## src/rtl/sram_ctrl_pkg.sv

```systemverilog
// Shared types for the SRAM controller: FSM state encoding
// and the width of the strobe wait counter.
package sram_ctrl_pkg;

    typedef enum logic [1:0] {
        IDLE,
        SETUP,
        STROBE,
        RECOVER
    } state_t;

    // Holds 0..7, the full WAIT_CYCLES range.
    localparam int WAIT_W = 3;

endpackage

```

## src/rtl/sram_ctrl_arb.sv

```systemverilog
// Two-way round-robin arbiter for the SRAM controller.
// Ports: a_req/b_req requests, last_b = B was granted last,
// gnt one-hot grant ({B, A}), zero when nobody requests.
module sram_ctrl_arb (
    input  logic       a_req,
    input  logic       b_req,
    input  logic       last_b,
    output logic [1:0] gnt
);

    always_comb begin
        gnt = 2'b00;
        unique case (1'b1)
            (a_req && !b_req): gnt = 2'b01;
            (!a_req && b_req): gnt = 2'b10;
            (a_req && b_req):  gnt = last_b ? 2'b01 : 2'b10;
            default:           gnt = 2'b00;
        endcase
    end

endmodule

```

## src/rtl/sram_ctrl.sv

```systemverilog
// Two-requester asynchronous SRAM controller: SETUP/STROBE/RECOVER
// access sequence with round-robin arbitration between A and B.
// Ports: CLK/RST (sync, active-high); A_*/B_* request side with
// one-cycle ACK pulses; shared RDATA; SRAM_* pins with active-low
// write strobe and output enable, all registered.
module sram_ctrl
    import sram_ctrl_pkg::*;
#(
    parameter int DEPTH       = 12,
    parameter int WIDTH       = 8,
    parameter int WAIT_CYCLES = 0
) (
    input  logic             CLK,
    input  logic             RST,
    input  logic             A_REQ,
    input  logic             A_WR,
    input  logic [DEPTH-1:0] A_ADDR,
    input  logic [WIDTH-1:0] A_WDATA,
    output logic             A_ACK,
    input  logic             B_REQ,
    input  logic             B_WR,
    input  logic [DEPTH-1:0] B_ADDR,
    input  logic [WIDTH-1:0] B_WDATA,
    output logic             B_ACK,
    output logic [WIDTH-1:0] RDATA,
    output logic [DEPTH-1:0] SRAM_ADDR,
    output logic             SRAM_N_WE,
    output logic             SRAM_N_OE,
    output logic [WIDTH-1:0] SRAM_WDATA,
    input  logic [WIDTH-1:0] SRAM_RDATA
);

    localparam logic [WAIT_W-1:0] WAIT_LAST = WAIT_W'(WAIT_CYCLES);

    state_t            state_q, state_d;
    logic [WAIT_W-1:0] cnt_q, cnt_d;
    logic              wr_q, wr_d;
    logic [DEPTH-1:0]  addr_q, addr_d;
    logic [WIDTH-1:0]  wdata_q, wdata_d;
    logic [WIDTH-1:0]  rdata_q, rdata_d;
    logic [1:0]        own_q, own_d;
    logic              last_b_q, last_b_d;
    logic              n_we_q, n_we_d;
    logic              n_oe_q, n_oe_d;
    logic              a_ack_q, a_ack_d;
    logic              b_ack_q, b_ack_d;
    logic [1:0]        gnt;

    sram_ctrl_arb u_arb (
        .a_req  (A_REQ),
        .b_req  (B_REQ),
        .last_b (last_b_q),
        .gnt    (gnt)
    );

    // Outputs are registered: the *_d values describe the pins
    // for the state being entered, so the SRAM sees clean strobes.
    always_comb begin
        state_d  = state_q;
        cnt_d    = cnt_q;
        wr_d     = wr_q;
        addr_d   = addr_q;
        wdata_d  = wdata_q;
        rdata_d  = rdata_q;
        own_d    = own_q;
        last_b_d = last_b_q;
        n_we_d   = 1'b1;
        n_oe_d   = 1'b1;
        a_ack_d  = 1'b0;
        b_ack_d  = 1'b0;
        unique case (state_q)
            IDLE: begin
                if (gnt != 2'b00) begin
                    own_d    = gnt;
                    last_b_d = gnt[1];
                    wr_d     = gnt[1] ? B_WR    : A_WR;
                    addr_d   = gnt[1] ? B_ADDR  : A_ADDR;
                    wdata_d  = gnt[1] ? B_WDATA : A_WDATA;
                    state_d  = SETUP;
                end
            end
            SETUP: begin
                cnt_d   = '0;
                n_we_d  = !wr_q;
                n_oe_d  = wr_q;
                state_d = STROBE;
            end
            STROBE: begin
                if (cnt_q == WAIT_LAST) begin
                    a_ack_d = own_q[0];
                    b_ack_d = own_q[1];
                    if (!wr_q) begin
                        rdata_d = SRAM_RDATA;
                    end
                    state_d = RECOVER;
                end else begin
                    cnt_d  = cnt_q + 1'b1;
                    n_we_d = !wr_q;
                    n_oe_d = wr_q;
                end
            end
            RECOVER: begin
                state_d = IDLE;
            end
            default: begin
                state_d = IDLE;
            end
        endcase
    end

    always_ff @(posedge CLK) begin
        if (RST) begin
            state_q  <= IDLE;
            cnt_q    <= '0;
            wr_q     <= 1'b0;
            addr_q   <= '0;
            wdata_q  <= '0;
            rdata_q  <= '0;
            own_q    <= 2'b00;
            last_b_q <= 1'b1;
            n_we_q   <= 1'b1;
            n_oe_q   <= 1'b1;
            a_ack_q  <= 1'b0;
            b_ack_q  <= 1'b0;
        end else begin
            state_q  <= state_d;
            cnt_q    <= cnt_d;
            wr_q     <= wr_d;
            addr_q   <= addr_d;
            wdata_q  <= wdata_d;
            rdata_q  <= rdata_d;
            own_q    <= own_d;
            last_b_q <= last_b_d;
            n_we_q   <= n_we_d;
            n_oe_q   <= n_oe_d;
            a_ack_q  <= a_ack_d;
            b_ack_q  <= b_ack_d;
        end
    end

    assign A_ACK      = a_ack_q;
    assign B_ACK      = b_ack_q;
    assign RDATA      = rdata_q;
    assign SRAM_ADDR  = addr_q;
    assign SRAM_WDATA = wdata_q;
    assign SRAM_N_WE  = n_we_q;
    assign SRAM_N_OE  = n_oe_q;

`ifdef FORMAL
    logic strobe_n;
    assign strobe_n = SRAM_N_WE & SRAM_N_OE;

    a_no_overlap: assert property (
        @(posedge CLK) !(!SRAM_N_WE && !SRAM_N_OE));

    a_ack_onehot0: assert property (
        @(posedge CLK) !(A_ACK && B_ACK));

    a_strobe_len: assert property (
        @(posedge CLK) disable iff (RST)
        $fell(strobe_n) |-> (!strobe_n) [*WAIT_CYCLES+1] ##1 strobe_n);
`endif

endmodule

```

## config.mk

```make
export PLATFORM = sky130hd
export DESIGN_NAME = sram_ctrl
export DESIGN_NICKNAME = d
export VERILOG_FILES = /design/src/rtl/sram_ctrl_pkg.sv /design/src/rtl/sram_ctrl_arb.sv /design/src/rtl/sram_ctrl.sv
export SDC_FILE = /design/constraint.sdc
export NUM_CORES = 1
export LEC_CHECK = 0
export BUFFER_PORTS_ARGS = -buffer_cell sky130_fd_sc_hd__buf_4
export CORE_AREA = 8 8 75 77
export CTS_BUF_LIST = sky130_fd_sc_hd__clkbuf_4 sky130_fd_sc_hd__clkbuf_8 sky130_fd_sc_hd__clkbuf_16
export DETAILED_ROUTE_END_ITERATION = 10
export DIE_AREA = 0 0 83 85
export HOLD_SLACK_MARGIN = 0.06
export PLACE_DENSITY_LB_ADDON = 0.15
export SETUP_SLACK_MARGIN = 0.15
export SYNTH_ARGS = -nofsm -noshare
export SYNTH_HDL_FRONTEND = slang
export SYNTH_SLANG_ARGS = --single-unit
```

## constraint.sdc

```tcl
create_clock -name CLK -period 1.6 [get_ports CLK]
set_input_delay 0.08 -clock CLK [delete_from_list [all_inputs] [get_ports CLK]]
set_output_delay 0.08 -clock CLK [all_outputs]
set_load 0.01 [all_outputs]
```

======== Word level (Yosys, flattened, before mapping) ========
Cells that the tools add are included.
W data, S select, Z words.
word-level totals
  register bits ........................... 41
  logic and storage cells ................. 51
  input bits .............................. 54
  output and inout port bits .............. 32
operators by class
  reduce and logical (&&, ||, !) cells .... 15
  bitwise gates (word level) .............. 3
  equality and inequality tests ........... 6
  mux-type cells .......................... 14
  add/subtract/negate cells ............... 1
operators by type and width
  kind                   count
  $mux W12               1
  $mux W8                1
  $pmux W2 S4            1
  $mux W2                3
  $ne A2 B2 Y1 const B   3
  $pmux W2 S3            1
  $pmux W3 S2            1
  $reduce_and A2 Y1      3
  $eq A2 B2 Y1 const B   2
  $pmux W1 S2            2
  $reduce_bool A2 Y1     2
  $add A3 B1 Y3 const B  1
  $logic_and A1 B1 Y1    3
  $logic_not A1 Y1       3
  $logic_not A3 Y1       1
  $mux W1                3
  $mux W3                1
  $not A1 Y1             3
  $reduce_and A3 Y1      1
  $reduce_or A3 Y1       1
  $eq A2 B1 Y1 const B   1
  $logic_not A2 Y1       1

======== Depth between registers and ports, before layout ========
  depth after elaboration ................. 6
  depth in mapped cells ................... 7
  gate-level depth less buffers ........... 5

======== By module ========
A second synthesis with hierarchy kept.
second synthesis, totals
  cell total of the unflattened synthesis .. 193
  area total of the unflattened synthesis .. 1928.1 µm²
modules (own cells, without submodules)
  module         cells each  area each (µm²)  times used  seq. area each (µm²)
  sram_ctrl      190         1909.3           1           820.8
  sram_ctrl_arb  3           18.8             1           0.0

======== Worst setup path before layout ========
No wires, ideal clock.
  kind .................................... reg-to-reg
  start ................................... reg state_q[0]
  end ..................................... reg state_q[1]
  data required time ...................... 1.528 ns
  period minus slack after synthesis ...... 1.388 ns
  cell stages (with the launch flop) ...... 6
  setup slack ............................. 0.212 ns
  path buffers ............................ 0
  library setup time ...................... 0.072 ns
  arrival time ............................ 1.317 ns
  cells stage by stage .................... dfxtp_1 inv_1 ha_1 or3b_1 a21bo_2 mux2i_1
between the ends
  word-level cells in the longest chain between the ends .. 3
  elaborated cells on any way between the ends .. 8
  those cells by class .................... eq/ne (5); mux (1); reduce/logical (2)
RTL lines
  element                                                  RTL line          RTL
  start, declared                                          sram_ctrl.sv:35   state_t state_q, state_d;
  start signal, assigned                                   sram_ctrl.sv:126  state_q <= state_d;
  $eq A2 B2 Y1 / $logic_not A2 Y1 (equally long branches)  sram_ctrl.sv:71   unique case (state_q)
  $ne A2 B2 Y1 (no source line)                            -
  $reduce_and A2 Y1 (no source line)                       -
Several ways; a longest one is shown, not always the timed one.
A chain may end at the register's enable or synchronous reset.

======== Worst setup path in the final report ========
Same ends and word-level chain as after synthesis.

==> metrics.md <==
| Metric | Value |
|---|---|
| Worst EP required | 1.82 ns |
| VDD IR-drop max | 0.000727 V |
| DIE HEIGHT | 85 µm |
| Area of the mapped netlist | around 1900 µm² |
| Syn Nets | 278 |
| Tot GR Track Use | 0.140 |
| Htree depth | 2 |
| DP Worst Slack | -0.0158 ns |
| First-pass GRT wire length | 8420 µm |
| Core area | approximately 4500 µm² |
| N_diodes | 0 |
| Yosys warnings | 0 |
| Status | complete, no violations |
| CTS root buffer | clkbuf_8 |
| Top Family by Delay on Critical Path | simple AND/OR/NAND/NOR gates |
| Endpoints failing setup | 0 |
| Antenna viol nets, final | 0 |
| Synthesized area per cell | around 8.9 µm² |
| Setup slack, reg-to-reg | around 0.18 ns |
| CP Class | flop to flop |
| Drt first pass iters | 4 |
| NumNets Final | roughly 370 |
| Initial antenna violation count | 0 |
| Site Rows | 25 |
| Worst EP arrival | approximately 1.6 ns |
| Drt total wl | 5010 µm |
| CP Max Fanout | 5 |
| Worst path cell trace | inv_2 -> ha_4 -> or3b_1 -> a21bo_2 -> mux2i_1 |
| Psw | about 1600 µW |
| Most used flip-flop cell after synthesis | dfxtp_1 |
| Critical path capture point type | flop |
| Die area | between 7000 and 8000 µm² |
| Post-synth EDFFs | 0 |
| Gpl congestion | 0.761 |
| Initial DRC Count | 58 |
| Clock sink total | 41 |
| Most common cell in the netlist | nand2_1 |
| Pint | 2970 µW |
| Post-synth top area share | 0.425 |
| Max-slew violation count | 0 |
| Via count | 1,833 |
| Fin util | 0.642 |
| Clock share of power | 0.214 |
| Critical Path Stages | 5 |
| Fin. Hold Viols | 0 |
| Slowest-stage cell, CP | or3b_1 |
| Area grow syn2layout | 50.6% |
| Largest net degree at the start of global routing | 41 |
| Fin Clk Skew | 0.00606 ns |
| Library cells used by synthesis | 32 |
| Layout fillers | 385 |
| Clock Latency Late Sink | 0.29 ns |
| CTS tree | done |
| Die width | 83 µm |
| Final worst setup slack | between 0.15 and 0.2 ns |
| Max Fclk | 706 MHz |
| Hpwl dp | about 3600 µm |
| Worst path buffer plus inverter count | 1 |
| Area leader, netlist | dfxtp_1 |
| Top cells by area, synth | dfxtp_1 (42%), a311oi_2 (16%), nand2_1 (11%) |
| Max clock buf depth | 2 |
| Switching share of total power | 0.347 |
| Crit path to | state_q[1]$_SDFFE_PP0P_ |
| Post-synthesis sequential area ratio | 0.425 |
| Clock slew at reported path FFs | 0.08 ns |
| RSZ-0062 raised after global routing | true |
| Vias in the first global route | between 1,500 and 2,000 |
| Hold/Removal Path Class | input pin to flop |
| Port Buffers | 85 |
| Critical path startpoint | state_q[0]$_SDFFE_PP0P_ |
| Post-synth top cells | nand2_1 (55), dfxtp_1 (41), nor2_1 (27), a311oi_2 (20), a21oi_1 (10) |
| Logic pwr share | 0.457 |
| Leakage power | ~0.0013 µW |
| Worst R2R Path Depth | 5 |
| Clock period minus worst slack | 1.42 ns |
| Element type at the critical path start | flop |
| Clock buffer count from CTS | 5 |
| Layout cells sized above 1 | 0.423 |
| Yosys reg bits | slightly above 40 |
| Async SR Flop Fraction | 0 |
| Max cap viols | 0 |
| Reg2reg end | state_q[1]$_SDFFE_PP0P_ |
| Max_slew headroom | 0.644 |
| Post-Syn Instances | roughly 220 |
| Period utilisation layout | 0.885 |
| Post-DR wirelength/cell | 13.7 µm |
| Starting Density | 0.426 |
| Drt drc | 0 |
| R2R Path Start | state_q[0]$_SDFFE_PP0P_ |
| Worst-margin pin slew | ~0.53 ns |
| Cell area power density | 1560 nW/µm² |
| Sequential power share | 0.329 |
| I/O pin total | 86 |
| Slowest stage delay, CP | 0.36 ns |
| Remaining global-route overflow | 0 |
| Number of vias per cell | 5.01 |
[cell usage in the layout (no fill, tap or decap), types with 2 or more instances in the layout]
master / synthesis / layout
nor3b_1: 2 / 2
a21oi_1: 10 / 10
a311oi_1: 2 / 2
inv_1: 5 / 3
clkbuf_8: 0 / 5
bufinv_16: 0 / 2
buf_4: 5 / 91
nor2_1: 27 / 27
dfxtp_2: 0 / 2
nor2b_1: 2 / 2
ha_1: 6 / 3
a311oi_2: 20 / 20
inv_2: 0 / 2
dlygate4sd3_1: 0 / 10
nand2_1: 55 / 55
o21ai_0: 3 / 3
nand2b_1: 3 / 3
ha_4: 0 / 3
o21ai_1: 9 / 9
dfxtp_1: 41 / 39
[tightest hold or removal path: cells and delay by family]
kind                   cells  cell delay, ns
buffers and inverters      1            0.10
and+or+nand+nor            1            0.06
AOI/OAI and AO/OA          1            0.08
[final cells by class]
class	count	area, µm²	area share
Multi-Input combinational cell	155	1050	0.362
Clock inverter	3	65.1	0.0224
Tap cell	54	67.6	0.0232
Timing Repair Buffer	103	815	0.280
Clock buffer	5	68.8	0.0236
Inverter	5	18.8	0.00645
Sequential cell	41	823	0.283
[how the worst min path moves through the flow]
stage | from | to | slack, ns | depth (start not counted)
floorplan | SRAM_RDATA[0] | RDATA[0]$_SDFFE_PP0P_ | 0.22 | 2
global placement | SRAM_RDATA[7] | RDATA[7]$_SDFFE_PP0P_ | 0.33 | 3
detailed placement | SRAM_RDATA[0] | RDATA[0]$_SDFFE_PP0P_ | 0.34 | 3
CTS | A_ADDR[8] | SRAM_ADDR[8]$_SDFFE_PP0P_ | 0.07 | 3
global route | A_ADDR[3] | SRAM_ADDR[3]$_SDFFE_PP0P_ | 0.07 | 3
finish | A_ADDR[9] | SRAM_ADDR[9]$_SDFFE_PP0P_ | 0.08 | 3
[power by group through the flow]
stage | sequential [µW] | combinational [µW] | clock, µW
5_1_grt | 1530 | 2300 | 1050
6_report | 1500 | 2080 | 975
3_3_place_gp | 1490 | 1960 | 0
4_1_cts | 1480 | 2070 | 1000
2_1_floorplan | 1600 | 1140 | 0
3_5_place_dp | 1500 | 1970 | 0
[state kept, by name, summed over array words and instances (netlist names)]
name and count:
own_q 2, state_q 2, RDATA 8, A_ACK 1, last_b_q 1, B_ACK 1
SRAM_N_OE 1, cnt_q 3, wr_q 1, SRAM_ADDR 12, SRAM_N_WE 1, SRAM_WDATA 8
[logic make-up after synthesis]
kind of cell | Yosys count | share of synthesized area
AND/OR/NAND/NOR | 95 | 0.210
adder cells (fa/ha/maj) | 6 | 0.0389
multiplexers | 1 | 0.00518
buffers and inverters | 22 | 0.0583
AO/OA/AOI/OAI | 53 | 0.263
flip-flops | 41 | 0.425
[layer usage]
metal	vias to the layer above	share of wire	wire, µm	GRT usage
li1	941	-	-	-
met1	833	0.43	2160	0.147
met2	55	0.47	2380	0.242
met3	4	0.086	432	0.0623
met4	0	0.0080	40	0.0479
met5	-	0	0	0
[per-stage QoR]
step	hold slack (ns)	cells	power (µW)	instance area (µm²)	setup TNS, ns
finish	0.0795	366	4550	2910	0
floorplan	0.216	218	2750	1930	0
CTS	0.0660	366	4560	2870	0
global route	0.0677	366	4880	2910	0
global placement	0.329	347	3450	2610	0
detailed placement	0.338	347	3470	2610	-0.0568
[repair_timing]
item                                    4_1_cts  5_1_grt
hold endpoints to repair                      9        0
gates resized for setup                       5        8
endpoints found under the setup margin       21       15
setup buffers                                 1        0
pin swaps                                     2        0
hold buffers                                 10        0
No activity file was read; power rests on OpenSTA's default activity.
